File: src/rtl/serial_adder_ctrl_pkg.sv
// Shared definitions for the bit-serial adder controller: FSM state
// encoding and the default operand width.
package serial_adder_ctrl_pkg;

  localparam int DEFAULT_WIDTH = 8;

  // Controller states: waiting for a request, or stepping through operand bits.
  typedef enum logic {
    ST_IDLE = 1'b0,
    ST_RUN  = 1'b1
  } state_t;

endpackage

File: src/rtl/serial_adder_ctrl_if.sv
// Request/response bundle between a requesting datapath (master) and the
// serial adder controller (slave). The Ovf signal exists only when
// SERIAL_ADD_OVF_EN is defined.
interface serial_adder_ctrl_if
  import serial_adder_ctrl_pkg::*;
#(
  parameter int WIDTH = DEFAULT_WIDTH
);

  logic             start;
  logic [WIDTH-1:0] A;
  logic [WIDTH-1:0] B;
  logic             Cin;
  logic             busy;
  logic             done;
  logic [WIDTH-1:0] S;
  logic             Cout;
`ifdef SERIAL_ADD_OVF_EN
  logic             Ovf;

  modport master (output start, A, B, Cin, input busy, done, S, Cout, Ovf);
  modport slave  (input start, A, B, Cin, output busy, done, S, Cout, Ovf);
`else
  modport master (output start, A, B, Cin, input busy, done, S, Cout);
  modport slave  (input start, A, B, Cin, output busy, done, S, Cout);
`endif

endinterface

File: src/rtl/serial_adder_ctrl_fa_cell.sv
// Combinational 1-bit full adder, the single arithmetic cell shared across
// all operand bits by the serial adder controller.
module fa_cell (
  input  logic a,
  input  logic b,
  input  logic ci,
  output logic s,
  output logic co
);

  assign s  = a ^ b ^ ci;
  assign co = (a & b) | (ci & (a ^ b));

endmodule

File: src/rtl/serial_adder_ctrl.sv
// Bit-serial adder controller: captures A, B and Cin on start, then feeds
// one fa_cell LSB first, one bit per clock, and publishes {Cout,S} with a
// one-cycle done pulse. Define SERIAL_ADD_OVF_EN to add the signed-overflow
// output Ovf and its operand-MSB capture registers.
module serial_adder_ctrl
  import serial_adder_ctrl_pkg::*;
#(
  parameter int WIDTH = DEFAULT_WIDTH
) (
  input  logic              clk,
  input  logic              rst,
  serial_adder_ctrl_if.slave bus
);

  localparam int              CNT_W    = $clog2(WIDTH + 1);
  localparam logic [CNT_W-1:0] LAST_CNT = CNT_W'(WIDTH - 1);

  state_t           state_q, state_d;
  logic [WIDTH-1:0] a_sr, b_sr;
  // Holds the WIDTH-1 sum bits produced before the final one.
  logic [WIDTH-2:0] s_sr;
  logic [WIDTH-1:0] s_next;
  logic             carry_q;
  logic [CNT_W-1:0] cnt_q;
  logic [WIDTH-1:0] s_q;
  logic             cout_q;
  logic             done_q;
  logic             cell_s, cell_co;
  logic             accept, last_bit;

  fa_cell u_fa_cell (
    .a  (a_sr[0]),
    .b  (b_sr[0]),
    .ci (carry_q),
    .s  (cell_s),
    .co (cell_co)
  );

  assign accept   = (state_q == ST_IDLE) && bus.start;
  assign last_bit = (state_q == ST_RUN) && (cnt_q == LAST_CNT);
  // Sum register after this cycle's bit enters at the MSB.
  assign s_next   = {cell_s, s_sr};

  // State register.
  always_ff @(posedge clk) begin
    // NOTE: sequential state uses non-blocking assignments so every
    // register samples pre-edge values regardless of block ordering.
    if (rst) state_q <= ST_IDLE;
    else     state_q <= state_d;
  end

  // Next-state logic: accept a request in IDLE, return after the last bit.
  always_comb begin
    // NOTE: the default assignment first guarantees no latch on any path.
    state_d = state_q;
    case (state_q)
      ST_IDLE: if (bus.start) state_d = ST_RUN;
      ST_RUN:  if (cnt_q == LAST_CNT) state_d = ST_IDLE;
      default: state_d = ST_IDLE;
    endcase
  end

  // Operand shifting, carry/count tracking and result publication.
  always_ff @(posedge clk) begin
    if (rst) begin
      // NOTE: the shift registers are reset too, so an aborted operation
      // leaves no partial state behind.
      a_sr    <= '0;
      b_sr    <= '0;
      s_sr    <= '0;
      carry_q <= 1'b0;
      cnt_q   <= '0;
      s_q     <= '0;
      cout_q  <= 1'b0;
      done_q  <= 1'b0;
    end else begin
      done_q <= last_bit;
      if (accept) begin
        a_sr    <= bus.A;
        b_sr    <= bus.B;
        s_sr    <= '0;
        carry_q <= bus.Cin;
        cnt_q   <= '0;
      end else if (state_q == ST_RUN) begin
        a_sr    <= {1'b0, a_sr[WIDTH-1:1]};
        b_sr    <= {1'b0, b_sr[WIDTH-1:1]};
        s_sr    <= s_next[WIDTH-1:1];
        carry_q <= cell_co;
        cnt_q   <= cnt_q + CNT_W'(1);
        if (last_bit) begin
          s_q    <= s_next;
          cout_q <= cell_co;
        end
      end
    end
  end

  assign bus.busy = (state_q == ST_RUN);
  assign bus.done = done_q;
  assign bus.S    = s_q;
  assign bus.Cout = cout_q;

`ifdef SERIAL_ADD_OVF_EN
  logic a_msb_q, b_msb_q, ovf_q;

  // Signed overflow: like-signed operands whose sum flips sign. The last
  // cell sum bit is the final S MSB.
  always_ff @(posedge clk) begin
    if (rst) begin
      a_msb_q <= 1'b0;
      b_msb_q <= 1'b0;
      ovf_q   <= 1'b0;
    end else begin
      if (accept) begin
        a_msb_q <= bus.A[WIDTH-1];
        b_msb_q <= bus.B[WIDTH-1];
      end
      if (last_bit) ovf_q <= (a_msb_q == b_msb_q) && (cell_s != a_msb_q);
    end
  end

  assign bus.Ovf = ovf_q;
`endif

endmodule

File: src/flat_wrapper.sv
// flat-port wrapper written by rule: the top's interface ports become plain ports
module serial_adder_ctrl_flat import serial_adder_ctrl_pkg::*;
#(
  parameter int WIDTH = DEFAULT_WIDTH
)
  (clk, rst, bus_start, bus_A, bus_B, bus_Cin, bus_busy, bus_done, bus_S, bus_Cout);
  serial_adder_ctrl_if #(.WIDTH(WIDTH)) bus_i ();
  input  logic clk;
  input  logic rst;
  input wire logic [$bits(bus_i.start)-1:0] bus_start;
  input wire logic [$bits(bus_i.A)-1:0] bus_A;
  input wire logic [$bits(bus_i.B)-1:0] bus_B;
  input wire logic [$bits(bus_i.Cin)-1:0] bus_Cin;
  output wire logic [$bits(bus_i.busy)-1:0] bus_busy;
  output wire logic [$bits(bus_i.done)-1:0] bus_done;
  output wire logic [$bits(bus_i.S)-1:0] bus_S;
  output wire logic [$bits(bus_i.Cout)-1:0] bus_Cout;
  assign bus_i.start = bus_start;
  assign bus_i.A = bus_A;
  assign bus_i.B = bus_B;
  assign bus_i.Cin = bus_Cin;
  assign bus_busy = bus_i.busy;
  assign bus_done = bus_i.done;
  assign bus_S = bus_i.S;
  assign bus_Cout = bus_i.Cout;
  serial_adder_ctrl #(.WIDTH(WIDTH)) u_core (.clk(clk), .rst(rst), .bus(bus_i));
endmodule
File: config.mk
export PLATFORM = sky130hd
export DESIGN_NAME = serial_adder_ctrl_flat
export DESIGN_NICKNAME = d
export VERILOG_FILES = /design/src/rtl/serial_adder_ctrl_pkg.sv /design/src/rtl/serial_adder_ctrl_if.sv /design/src/rtl/serial_adder_ctrl_fa_cell.sv /design/src/rtl/serial_adder_ctrl.sv /design/src/flat_wrapper.sv
export SDC_FILE = /design/constraint.sdc
export NUM_CORES = 1
export LEC_CHECK = 0
export CORE_UTILIZATION = 50
export CTS_CLUSTER_SIZE = 20
export DETAILED_ROUTE_END_ITERATION = 10
export MAX_ROUTING_LAYER = met4
export PLACE_DENSITY_LB_ADDON = 0.3
export SETUP_SLACK_MARGIN = 0.02
export SYNTH_ARGS = -nofsm -noshare
export SYNTH_HDL_FRONTEND = slang
export SYNTH_HIERARCHICAL = 1
export SYNTH_SLANG_ARGS = --single-unit
File: constraint.sdc
create_clock -name clk -period 1.7 [get_ports clk]
set_input_delay 0.34 -clock clk [delete_from_list [all_inputs] [get_ports clk]]
set_output_delay 0.34 -clock clk [all_outputs]
set_load 0.005 [all_outputs]
==> summary.md, run 1 <==
| Metric | Value |
|---|---|
| Outcome | `completed` |
| DRC Markers | `0` |
| Synth-to-Final Area Change | `25.1%` |
| Port bufs | `30` |
| Initial Util | `0.525` |
| CP Data Required Time | `1.36 ns` |
| Clk network pwr share | `0.359` |
| RR Endpoint | `u_core/bus.S[5]$_SDFFE_PP0P_` |
| Crit-path max FO | `2` |
| Chip height | `58.6 um` |
| Worst path max stage delay | `0.50 ns` |
| WS Path Type | `reg2out` |
| Maximum clock frequency | `0.649 GHz` |
| Reg2reg path depth | `4` |
| Commonest non-fill, non-tap cells in the layout | `49 x nand2_1, 39 x dfxtp_1, 30 x clkdlybuf4s50_1` |
| Pwr dens | `902 nW/um^2` |
| Num Clock Sinks | `39` |
| Final Cell Area | `2000 um^2` |
| Combinational Power Share | `0.110` |
| Max-cap viol count | `0` |
| Final core occ | `0.657` |
| Commonest non-fill, non-tap cell in the layout | `nand2_1` |
| Die width | `58.6 um` |
| Delay-heaviest family, CP | `buffers and inverters` |
| Worst vdd ir | `494 uV` |
| Post-CTS Setup Bufs | `0` |
| Hold Path End | `u_core/bus.S[2]$_SDFFE_PP0P_` |
| 1st-pass router iterations | `4` |
| FP Rows | `20` |
| Leakage | `0.758 nW` |
| Yosys reg bits | `39` |
| Share of layout cells above drive strength 1 | `0.136` |
| Post-DR wirelength/cell | `11.8 um` |
| Crit end category | `output port` |
| Sw power | `405 uW` |
| Cts hold-fix bufs | `0` |
| Fin crit share | `0.906` |
| Routed Antenna Nets | `0` |
| Max clock buf depth | `2` |
| Synth Area per Inst | `9.16 um^2` |
| Netlist Area Pre-Place | `1600 um^2` |
| Least-Margin Pin Slew | `0.393 ns` |
| Non-Filler Instances | `250` |
| Mapped Nets | `197` |
| Fin crit period | `1.54 ns` |
| First-pass GRT wire length | `4.82 mm` |
| Setup-failing EPs final | `0` |
| CTS resizes | `0` |
| GR Util All Layers | `0.195` |
| Sequential area share after synthesis | `0.487` |
| Number of hold violations in the final report | `0` |
| CP Buf/Inv Count | `1` |
| Nets | `227` |
| Vias in the first global route | `1,143` |
| Inserted Clock Buffers | `5` |
| Core area | `3050 um^2` |
| Clk_lat worst skew | `0.35 ns` |
| Cell Area, Placed | `1920 um^2` |
| Worst Clk Skew | `0.00559 ns` |
| DR iter-0 viols | `20` |
| Worst Hold Slack | `0.459 ns` |
| Hold path start | `u_core/bus.S[2]$_SDFFE_PP0P_` |
| Routability Congestion | `0.728` |
| Worst-path clk slew | `0.12 ns` |
| Post-placement cell count | `242` |
| Number of distinct library cells after synthesis | `22` |
| Final wirelength | `2.94 mm` |
| WHS Path Cells | `2` |
| Cell internal pwr | `1.40 mW` |
| Ys Warns | `6` |
| Worst rel slew slack | `0.736` |
| Via/cell ratio | `4.96` |
| Mapped Cells | `175` |
| Root buffer cell | `clkbuf_4` |
| HPWL Detailed | `2.06 mm` |
| Critical Path Start Type | `flip-flop` |
| Worst r2r src | `u_core/bus.busy$_SDFF_PP0_` |
| Vias | `1,239` |
| Io pins | `31` |
| Global route total overflow | `0` |
| Initial antenna violation count | `0` |
| Total negative setup slack | `0 ns` |
| Sw Share | `0.224` |
| Critical path data arrival time | `1.20 ns` |
| N_diodes | `0` |
| Slowest cell on crit path | `clkdlybuf4s50_1` |
| CTS tree | `yes` |
| Reg power frac | `0.531` |
| Largest net degree at the start of global routing | `29` |
| Reg-to-reg slack, setup | `0.37 ns` |
| Worst-path cell chain | `clkdlybuf4s50_1` |
| Worst hold-check path type | `reg2reg` |
| H-Tree Level Count | `2` |
| Unrepaired setup endpoints after global routing | `false` |
| Max Slew Vio Count | `0` |
| Die area | `3440 um^2` |
-- layer usage --
layer  global-route usage  share of wire
met3               0.0593          0.040
met2                0.353           0.51
met4               0.0816          0.016
met5                    -              0
met1                0.193           0.43
-- area by class of cell --
type                            instances  area [um^2]
Sequential cell                        39          781
Inverter                                1         3.75
Fill cell                             283         1050
Clock inverter                          2         35.0
Tap cell                               44         55.1
Multi-Input combinational cell        123          728
Clock buffer                            6         51.3
Timing Repair Buffer                   35          350
-- worst register-to-register path, stage by stage (launching register included) --
cell,delay (ns)
dfxtp_1,0.35
buf_4,0.24
nand4b_1,0.37
nand2_1,0.18
a21oi_1,0.08
-- registers in the layout, indices dropped and copies added (netlist names) --
| name | flops |
|---|---|
| u_core/a_sr | 8 |
| u_core/carry_q | 1 |
| u_core/s_sr | 7 |
| u_core/bus.S | 8 |
| u_core/bus.busy | 1 |
| u_core/b_sr | 8 |
| u_core/bus.done | 1 |
| u_core/bus.Cout | 1 |
| u_core/cnt_q | 4 |
-- cell usage after synthesis, drive strengths merged --
master | instances | area (um^2)
xor2 | 2 | 17.5
inv | 1 | 3.75
a21oi | 24 | 120
dfxtp | 39 | 781
ha | 1 | 12.5
nor3 | 3 | 15.0
fa | 1 | 20.0
and4b | 1 | 10.0
xnor2 | 1 | 8.76
nor2 | 13 | 48.8
clkbuf | 1 | 3.75
buf | 11 | 86.3
mux2i | 10 | 100
nand2 | 49 | 184
nand4 | 1 | 6.26
a21o | 1 | 7.51
mux2 | 15 | 169
nand4b | 1 | 8.76
-- how the worst max path moves through the flow --
stage | cells after the start | start | end | slack [ns]
6_report | 1 | u_core/bus.S[4]$_SDFFE_PP0P_ | bus_S[4] | 0.16
5_1_grt | 1 | u_core/bus.S[7]$_SDFFE_PP0P_ | bus_S[7] | 0.09
4_1_cts | 1 | u_core/bus.busy$_SDFF_PP0_ | bus_busy | 0.14
3_5_place_dp | 5 | bus_start | u_core/b_sr[3]$_SDFFE_PP0P_ | 0.06
3_3_place_gp | 5 | bus_start | u_core/a_sr[4]$_SDFFE_PP0P_ | 0.11
2_1_floorplan | 5 | bus_start | u_core/a_sr[1]$_SDFFE_PP0P_ | 0.56
-- cell families after synthesis --
logic type,synth area share
xor+xnor,0.0164
mux,0.168
compound gates,0.0796
simple gates,0.170
fa+ha+maj,0.0203
flops,0.487
buf+inv,0.0585
-- power by group through the flow --
stage | clock, mW | sequential (mW) | combinational [mW]
5_1_grt | 0.691 | 0.965 | 0.218
6_report | 0.648 | 0.960 | 0.199
4_1_cts | 0.666 | 0.960 | 0.201
3_5_place_dp | 0 | 0.981 | 0.199
3_3_place_gp | 0 | 0.979 | 0.190
2_1_floorplan | 0 | 0.977 | 0.134
-- per-stage QoR --
stage | setup WS [ns] | power [mW]
floorplan | 0.557 | 1.11
global placement | 0.108 | 1.17
detailed placement | 0.0615 | 1.18
CTS | 0.138 | 1.83
global route | 0.0872 | 1.87
finish | 0.160 | 1.81
Power figures use the tool's default switching activity.
==> inputs of run 2 (changes only) <==
--- a/config.mk
+++ b/config.mk
@@ -5,10 +5,9 @@
 export SDC_FILE = /design/constraint.sdc
 export NUM_CORES = 1
 export LEC_CHECK = 0
-export CORE_UTILIZATION = 50
+export CORE_UTILIZATION = 35
 export CTS_CLUSTER_SIZE = 20
 export DETAILED_ROUTE_END_ITERATION = 10
-export MAX_ROUTING_LAYER = met4
 export PLACE_DENSITY_LB_ADDON = 0.3
 export SETUP_SLACK_MARGIN = 0.02
 export SYNTH_ARGS = -nofsm -noshare
==> run 2 against run 1 <==
  * Clock skew about the same
  * First-iteration DRC count rose to 3.0 times the previous value
  * Register-to-register slack about the same
  * Sequential power about the same
  * Combinational power up 5%
  * Sequential cell count unchanged
  * Critical path type unchanged
  * Hold slack worse by 0.0060 ns
==> summary.md, run 2 (synthesis gave the netlist of run 1 again) <==
| Metric | Value |
|---|---|
| FP Rows | `24 (+20%)` |
| Outcome | `completed` |
| DRC Markers | `0 (unchanged)` |
| Delay-heaviest family, CP | `buffers and inverters` |
| Commonest non-fill, non-tap cell in the layout | `nand2_1` |
| Crit-path max FO | `6 (+4)` |
| DR iter-0 viols | `60 (+200%)` |
| Port bufs | `30 (unchanged)` |
| Tot Pwr | `1.90 mW (+5.3%)` |
| Cell internal pwr | `1.50 mW (+6.6%)` |
| HPWL Detailed | `1.97 mm (-4.5%)` |
| Worst-path cell chain | `clkdlybuf4s50_1` |
| Worst Hold Slack | `0.454 ns (-0.00595 ns)` |
| Leakage | `0.786 nW (+3.7%)` |
| Fin crit share | `0.914 (+0.00814)` |
| Hold path start | `u_core/bus.S[4]$_SDFFE_PP0P_` |
| Core area | `4380 um^2 (+44%)` |
| Slowest cell on crit path | `clkdlybuf4s50_1` |
| Total negative setup slack | `0 ns (unchanged)` |
| Post-DR wirelength/cell | `11.1 um (-5.6%)` |
| Vias in the first global route | `1,170 (+2.4%)` |
| Worst r2r src | `u_core/cnt_q[0]$_SDFFE_PP0P_` |
| Least-Margin Pin Slew | `0.430 ns (+0.0372 ns)` |
| Num Clock Sinks | `39 (unchanged)` |
| CTS resizes | `0 (unchanged)` |
| First-pass GRT wire length | `5.12 mm (+6.3%)` |
| Max Slew Vio Count | `0 (unchanged)` |
| H-Tree Level Count | `2 (unchanged)` |
| Share of layout cells above drive strength 1 | `0.148 (+0.0124)` |
| Combinational Power Share | `0.109 (about the same)` |
| Critical Path Start Type | `flip-flop` |
| Cell Area, Placed | `1970 um^2 (+2.7%)` |
| Hold Path End | `u_core/bus.S[4]$_SDFFE_PP0P_` |
| Maximum clock frequency | `0.644 GHz (-0.89%)` |
| Clk network pwr share | `0.385 (+0.026)` |
| CP Buf/Inv Count | `1 (unchanged)` |
| 1st-pass router iterations | `4 (unchanged)` |
| WS Path Type | `reg2out` |
| Max clock buf depth | `2 (unchanged)` |
| Worst rel slew slack | `0.712 (-0.0249)` |
| CTS tree | `yes` |
| Die width | `69.7 um (+19%)` |
| RR Endpoint | `u_core/bus.S[6]$_SDFFE_PP0P_` |
| Nets | `231 (+1.8%)` |
| Worst hold-check path type | `reg2reg` |
| Reg-to-reg slack, setup | `0.38 ns (about the same)` |
| Initial Util | `0.366 (-0.159)` |
| Synth-to-Final Area Change | `29.4%` |
| GR Util All Layers | `0.134 (-0.0614)` |
| Worst Clk Skew | `0.00551 ns (-0.0000732 ns)` |
| Io pins | `31 (unchanged)` |
| Fin crit period | `1.55 ns (+0.0138 ns)` |
| Post-CTS Setup Bufs | `0 (unchanged)` |
| Reg power frac | `0.506 (-0.025)` |
| Vias | `1,255 (+1.3%)` |
| Max-cap viol count | `0 (unchanged)` |
| Cts hold-fix bufs | `0 (unchanged)` |
| Final Cell Area | `2070 um^2 (+3.5%)` |
| Unrepaired setup endpoints after global routing | `false` |
| N_diodes | `0 (unchanged)` |
| WHS Path Cells | `2 (unchanged)` |
| Via/cell ratio | `4.81 (-3.0%)` |
| Worst vdd ir | `566 uV (+15%)` |
| Reg2reg path depth | `4 (unchanged)` |
| Crit end category | `output port` |
| Routability Congestion | `0.667 (-8.4%)` |
| Initial antenna violation count | `0 (unchanged)` |
| Die area | `4850 um^2 (+41%)` |
| Number of hold violations in the final report | `0 (unchanged)` |
| Setup-failing EPs final | `0 (unchanged)` |
| Clk_lat worst skew | `0.29 ns (-0.06 ns)` |
| Sw Share | `0.214 (-0.00985)` |
| Pwr dens | `917 nW/um^2 (+1.8%)` |
| Inserted Clock Buffers | `5 (unchanged)` |
| Critical path data arrival time | `1.21 ns (about the same)` |
| Chip height | `69.7 um (+19%)` |
| Final wirelength | `2.90 mm (-1.4%)` |
| Worst path max stage delay | `0.52 ns (+0.02 ns)` |
| Routed Antenna Nets | `0 (unchanged)` |
| Sw power | `407 uW (+0.68%)` |
| Worst-path clk slew | `0.07 ns (-0.05 ns)` |
| Largest net degree at the start of global routing | `21 (-28%)` |
| Commonest non-fill, non-tap cells in the layout | `49 x nand2_1, 38 x dfxtp_1, 30 x clkdlybuf4s50_1` |
| Global route total overflow | `0 (unchanged)` |
| Root buffer cell | `clkbuf_8` |
| CP Data Required Time | `1.36 ns (about the same)` |
| Layout fillers | `437 (+54%)` |
## run 2: stage by stage
| step | utilization | std cells | setup WS, ns |
|---|---|---|---|
| after global placement | 0.449 | 254 | 0.0929 |
| after floorplan | - | 175 | 0.557 |
| after CTS | 0.473 | 261 | 0.0328 |
| final | 0.473 | 261 | 0.146 |
| after global routing | 0.473 | 261 | 0.102 |
| after detailed placement | 0.449 | 254 | 0.0733 |
## run 2: power groups by stage
stage / Sequential (mW) / Clock, mW / Combinational, mW
2_1_floorplan: 0.977 / 0 / 0.134
3_3_place_gp: 0.983 / 0 / 0.206
3_5_place_dp: 0.983 / 0 / 0.208
4_1_cts: 0.962 / 0.749 / 0.209
5_1_grt: 0.967 / 0.796 / 0.228
6_report: 0.962 / 0.733 / 0.208
## run 2: worst max-delay path by stage
stage,startpoint,to,cells past startpoint
final,u_core/bus.busy$_SDFF_PP0_,bus_busy,1
after global routing,u_core/bus.busy$_SDFF_PP0_,bus_busy,1
after global placement,bus_start,u_core/a_sr[3]$_SDFFE_PP0P_,5
after detailed placement,bus_start,u_core/carry_q$_SDFFE_PP0P_,5
after floorplan,bus_start,u_core/a_sr[1]$_SDFFE_PP0P_,5
after CTS,u_core/bus.busy$_SDFF_PP0_,bus_busy,1
## run 2: final cells by class
type	instances	area (um^2)	area share
clock buffer	6	72.6	0.0350
clock inverter	1	30.0	0.0145
inverter	1	3.75	0.00181
multi-input combinational	123	728	0.351
sequential	39	782	0.377
tap	52	65.1	0.0314
timing repair buffer	39	393	0.189
## run 2: per-layer routing
layer / GRT usage / vias up / part of all wire
li1: - / 643 / -
met1: 0.165 / 577 / 0.49
met2: 0.221 / 29 / 0.45
met3: 0.0349 / 6 / 0.039
met4: 0.0533 / 0 / 0.017
met5: 0 / - / 0
==> inputs of run 3 (changes only) <==
--- a/config.mk
+++ b/config.mk
@@ -5,6 +5,7 @@
 export SDC_FILE = /design/constraint.sdc
 export NUM_CORES = 1
 export LEC_CHECK = 0
+export CORE_ASPECT_RATIO = 0.7
 export CORE_UTILIZATION = 35
 export CTS_CLUSTER_SIZE = 20
 export DETAILED_ROUTE_END_ITERATION = 10
==> run 3 against run 2 <==
  * Sequential power hardly changed
  * Maximum frequency is 0.92% higher
  * Core utilization is 0.083 points higher
  * Cell count is 1.5% higher
  * Hold slack better by 0.0019 ns
  * Cell area hardly changed
  * Clock-buffer cell count is 2 higher
  * Non-clock buffer count stayed put
  * Global-route usage is 0.42 points higher
  * Largest cell class unchanged
==> summary.md, run 3 (synthesis gave the netlist of run 1 again) <==
| Metric | Value |
|---|---|
| Share of layout cells above drive strength 1 | `0.152 (+0.00406)` |
| N_diodes | `0 (unchanged)` |
| Clk network pwr share | `0.365 (-0.020)` |
| 1st-pass router iterations | `4 (unchanged)` |
| Delay-heaviest family, CP | `buffers and inverters` |
| Post-place setup slack | `0.0850 ns (+0.0117 ns)` |
| Final wirelength | `2.99 mm (+3.2%)` |
| Global route total overflow | `0 (unchanged)` |
| CTS tree | `yes` |
| Worst path max stage delay | `0.52 ns (about the same)` |
| Crit end category | `output port` |
| Port bufs | `30 (unchanged)` |
| Fin crit share | `0.906 (-0.00835)` |
| Sw Share | `0.221 (+0.00653)` |
| Worst vdd ir | `512 uV (-9.4%)` |
| Worst Clk Skew | `0.00566 ns (+0.000144 ns)` |
| GR Util All Layers | `0.138 (+0.00419)` |
| Initial antenna violation count | `0 (unchanged)` |
| Worst-path clk slew | `0.07 ns (about the same)` |
| Max clock buf depth | `2 (unchanged)` |
| Chip height | `58.6 um (-16%)` |
| Initial Util | `0.366 (+0.000418)` |
| Cts hold-fix bufs | `0 (unchanged)` |
| Root buffer cell | `clkbuf_8` |
| CP Buf/Inv Count | `1 (unchanged)` |
| Worst hold-check path type | `reg2reg` |
| CP Data Required Time | `1.36 ns (about the same)` |
| Critical path data arrival time | `1.20 ns (about the same)` |
| Die width | `82.9 um (+19%)` |
| Nets | `231 (unchanged)` |
| Post-CTS Setup Bufs | `0 (unchanged)` |
| DR iter-0 viols | `60 (unchanged)` |
| Maximum clock frequency | `0.649 GHz (+0.92%)` |
| Critical Path Start Type | `flip-flop` |
| Max-cap viol count | `0 (unchanged)` |
| Crit-path max FO | `7 (+1)` |
| FP Rows | `20 (-17%)` |
| Core area | `4380 um^2 (-0.11%)` |
| Outcome | `completed` |
| Cell internal pwr | `1.44 mW (-4.0%)` |
| Sw power | `407 uW (-0.22%)` |
| Routed Antenna Nets | `0 (unchanged)` |
| Worst-path cell chain | `clkdlybuf4s50_1` |
| Commonest non-fill, non-tap cells in the layout | `49 x nand2_1, 38 x dfxtp_1, 30 x clkdlybuf4s50_1` |
| H-Tree Level Count | `2 (unchanged)` |
| Slowest cell on crit path | `clkdlybuf4s50_1` |
| Max Slew Vio Count | `0 (unchanged)` |
| Clk_lat worst skew | `0.29 ns (about the same)` |
| HPWL Detailed | `2.05 mm (+4.2%)` |
| Reg power frac | `0.522 (+0.016)` |
| Die area | `4860 um^2 (about the same)` |
| Pwr dens | `888 nW/um^2 (-3.2%)` |
| Total negative setup slack | `0 ns (unchanged)` |
| Setup-failing EPs final | `0 (unchanged)` |
| Vias in the first global route | `1,054 (-9.9%)` |
| Combinational Power Share | `0.113 (+0.004)` |
| Final WS setup | `0.160 ns (+0.0142 ns)` |
| First-pass GRT wire length | `5.13 mm (+0.14%)` |
| Routability Congestion | `0.704 (+5.6%)` |
| Commonest non-fill, non-tap cell in the layout | `nand2_1` |
| Leakage | `0.786 nW (about the same)` |
| Layout fillers | `430 (-1.6%)` |
| Number of hold violations in the final report | `0 (unchanged)` |
| Num Clock Sinks | `39 (unchanged)` |
| DRC Markers | `0 (unchanged)` |
| Inserted Clock Buffers | `5 (unchanged)` |
| Worst rel slew slack | `0.706 (-0.00535)` |
| Unrepaired setup endpoints after global routing | `false` |
| Synth-to-Final Area Change | `29.5% (about the same)` |
| Via/cell ratio | `4.57 (-5.0%)` |
| Io pins | `31 (unchanged)` |
| Post-DR wirelength/cell | `11.3 um (+1.7%)` |
| Fin crit period | `1.54 ns (-0.0142 ns)` |
| Largest net degree at the start of global routing | `20 (-4.8%)` |
| Least-Margin Pin Slew | `0.438 ns (+0.00799 ns)` |
| Vias | `1,210 (-3.6%)` |
| WS Path Type | `reg2out` |
-- run 3: changes by cell type in the layout (fill, tap and decap cells not counted), sizes merged --
cell,previous run,this run
clkbuf,6,8
bufinv,1,0
-- run 3: repair_timing --
item	4_1_cts	5_1_grt
gates resized for setup	0	1
endpoints found under the hold margin	0	0
setup endpoints to repair	0	1
-- run 3: routing by layer --
| layer | vias to the layer above | global-route usage | share of wire |
|---|---|---|---|
| met2 | 24 | 0.189 | 0.41 |
| met5 | - | 0 | 0 |
| met4 | 0 | 0.0665 | 0.016 |
| met3 | 6 | 0.0491 | 0.053 |
| met1 | 537 | 0.193 | 0.52 |
| li1 | 643 | - | - |
-- run 3: worst paths after layout --
path / end / slack, ns / cells past startpoint / from
setup / recovery: bus_busy / 0.16 / 1 / u_core/bus.busy$_SDFF_PP0_
hold / removal: u_core/bus.S[2]$_SDFFE_PP0P_ / 0.46 / 2 / u_core/bus.S[2]$_SDFFE_PP0P_
setup reg to reg: u_core/bus.S[5]$_SDFFE_PP0P_ / 0.33 / 4 / u_core/cnt_q[0]$_SDFFE_PP0P_
hold reg to reg: u_core/bus.S[2]$_SDFFE_PP0P_ / 0.46 / 2 / u_core/bus.S[2]$_SDFFE_PP0P_
-- run 3: power groups by stage --
stage	clock, mW	sequential [mW]	combinational, mW
floorplan	0	0.977	0.134
global placement	0	0.982	0.208
detailed placement	0	0.983	0.209
CTS	0.698	0.961	0.210
global route	0.754	0.966	0.228
finish	0.673	0.962	0.207
-- run 3: per-stage QoR --
step / area (um^2) / cells / utilization / power [mW] / hold WS, ns
finish: 2080 / 265 / 0.474 / 1.84 / 0.455
global route: 2080 / 265 / 0.474 / 1.95 / 0.472
CTS: 2070 / 265 / 0.474 / 1.87 / 0.456
detailed placement: 1970 / 257 / 0.451 / 1.19 / 0.446
global placement: 1970 / 257 / 0.451 / 1.19 / 0.448
floorplan: 1600 / 175 / - / 1.11 / 0.431
-- run 3: worst reg2reg max path, cell delays in order, from the launching register on --
cell and delay [ns]:
dfxtp_1 0.38, ha_1 0.21, and4b_1 0.43, nand2_1 0.15
a21oi_1 0.13
-- run 3: layout make-up --
cell class                 count  area (um^2)  area share
clock buffer                   8          100      0.0482
inverter                       1         3.75     0.00181
tap                           55         68.8      0.0332
multi-input combinational    123          728       0.351
sequential                    39          782       0.377
timing repair buffer          39          393       0.189
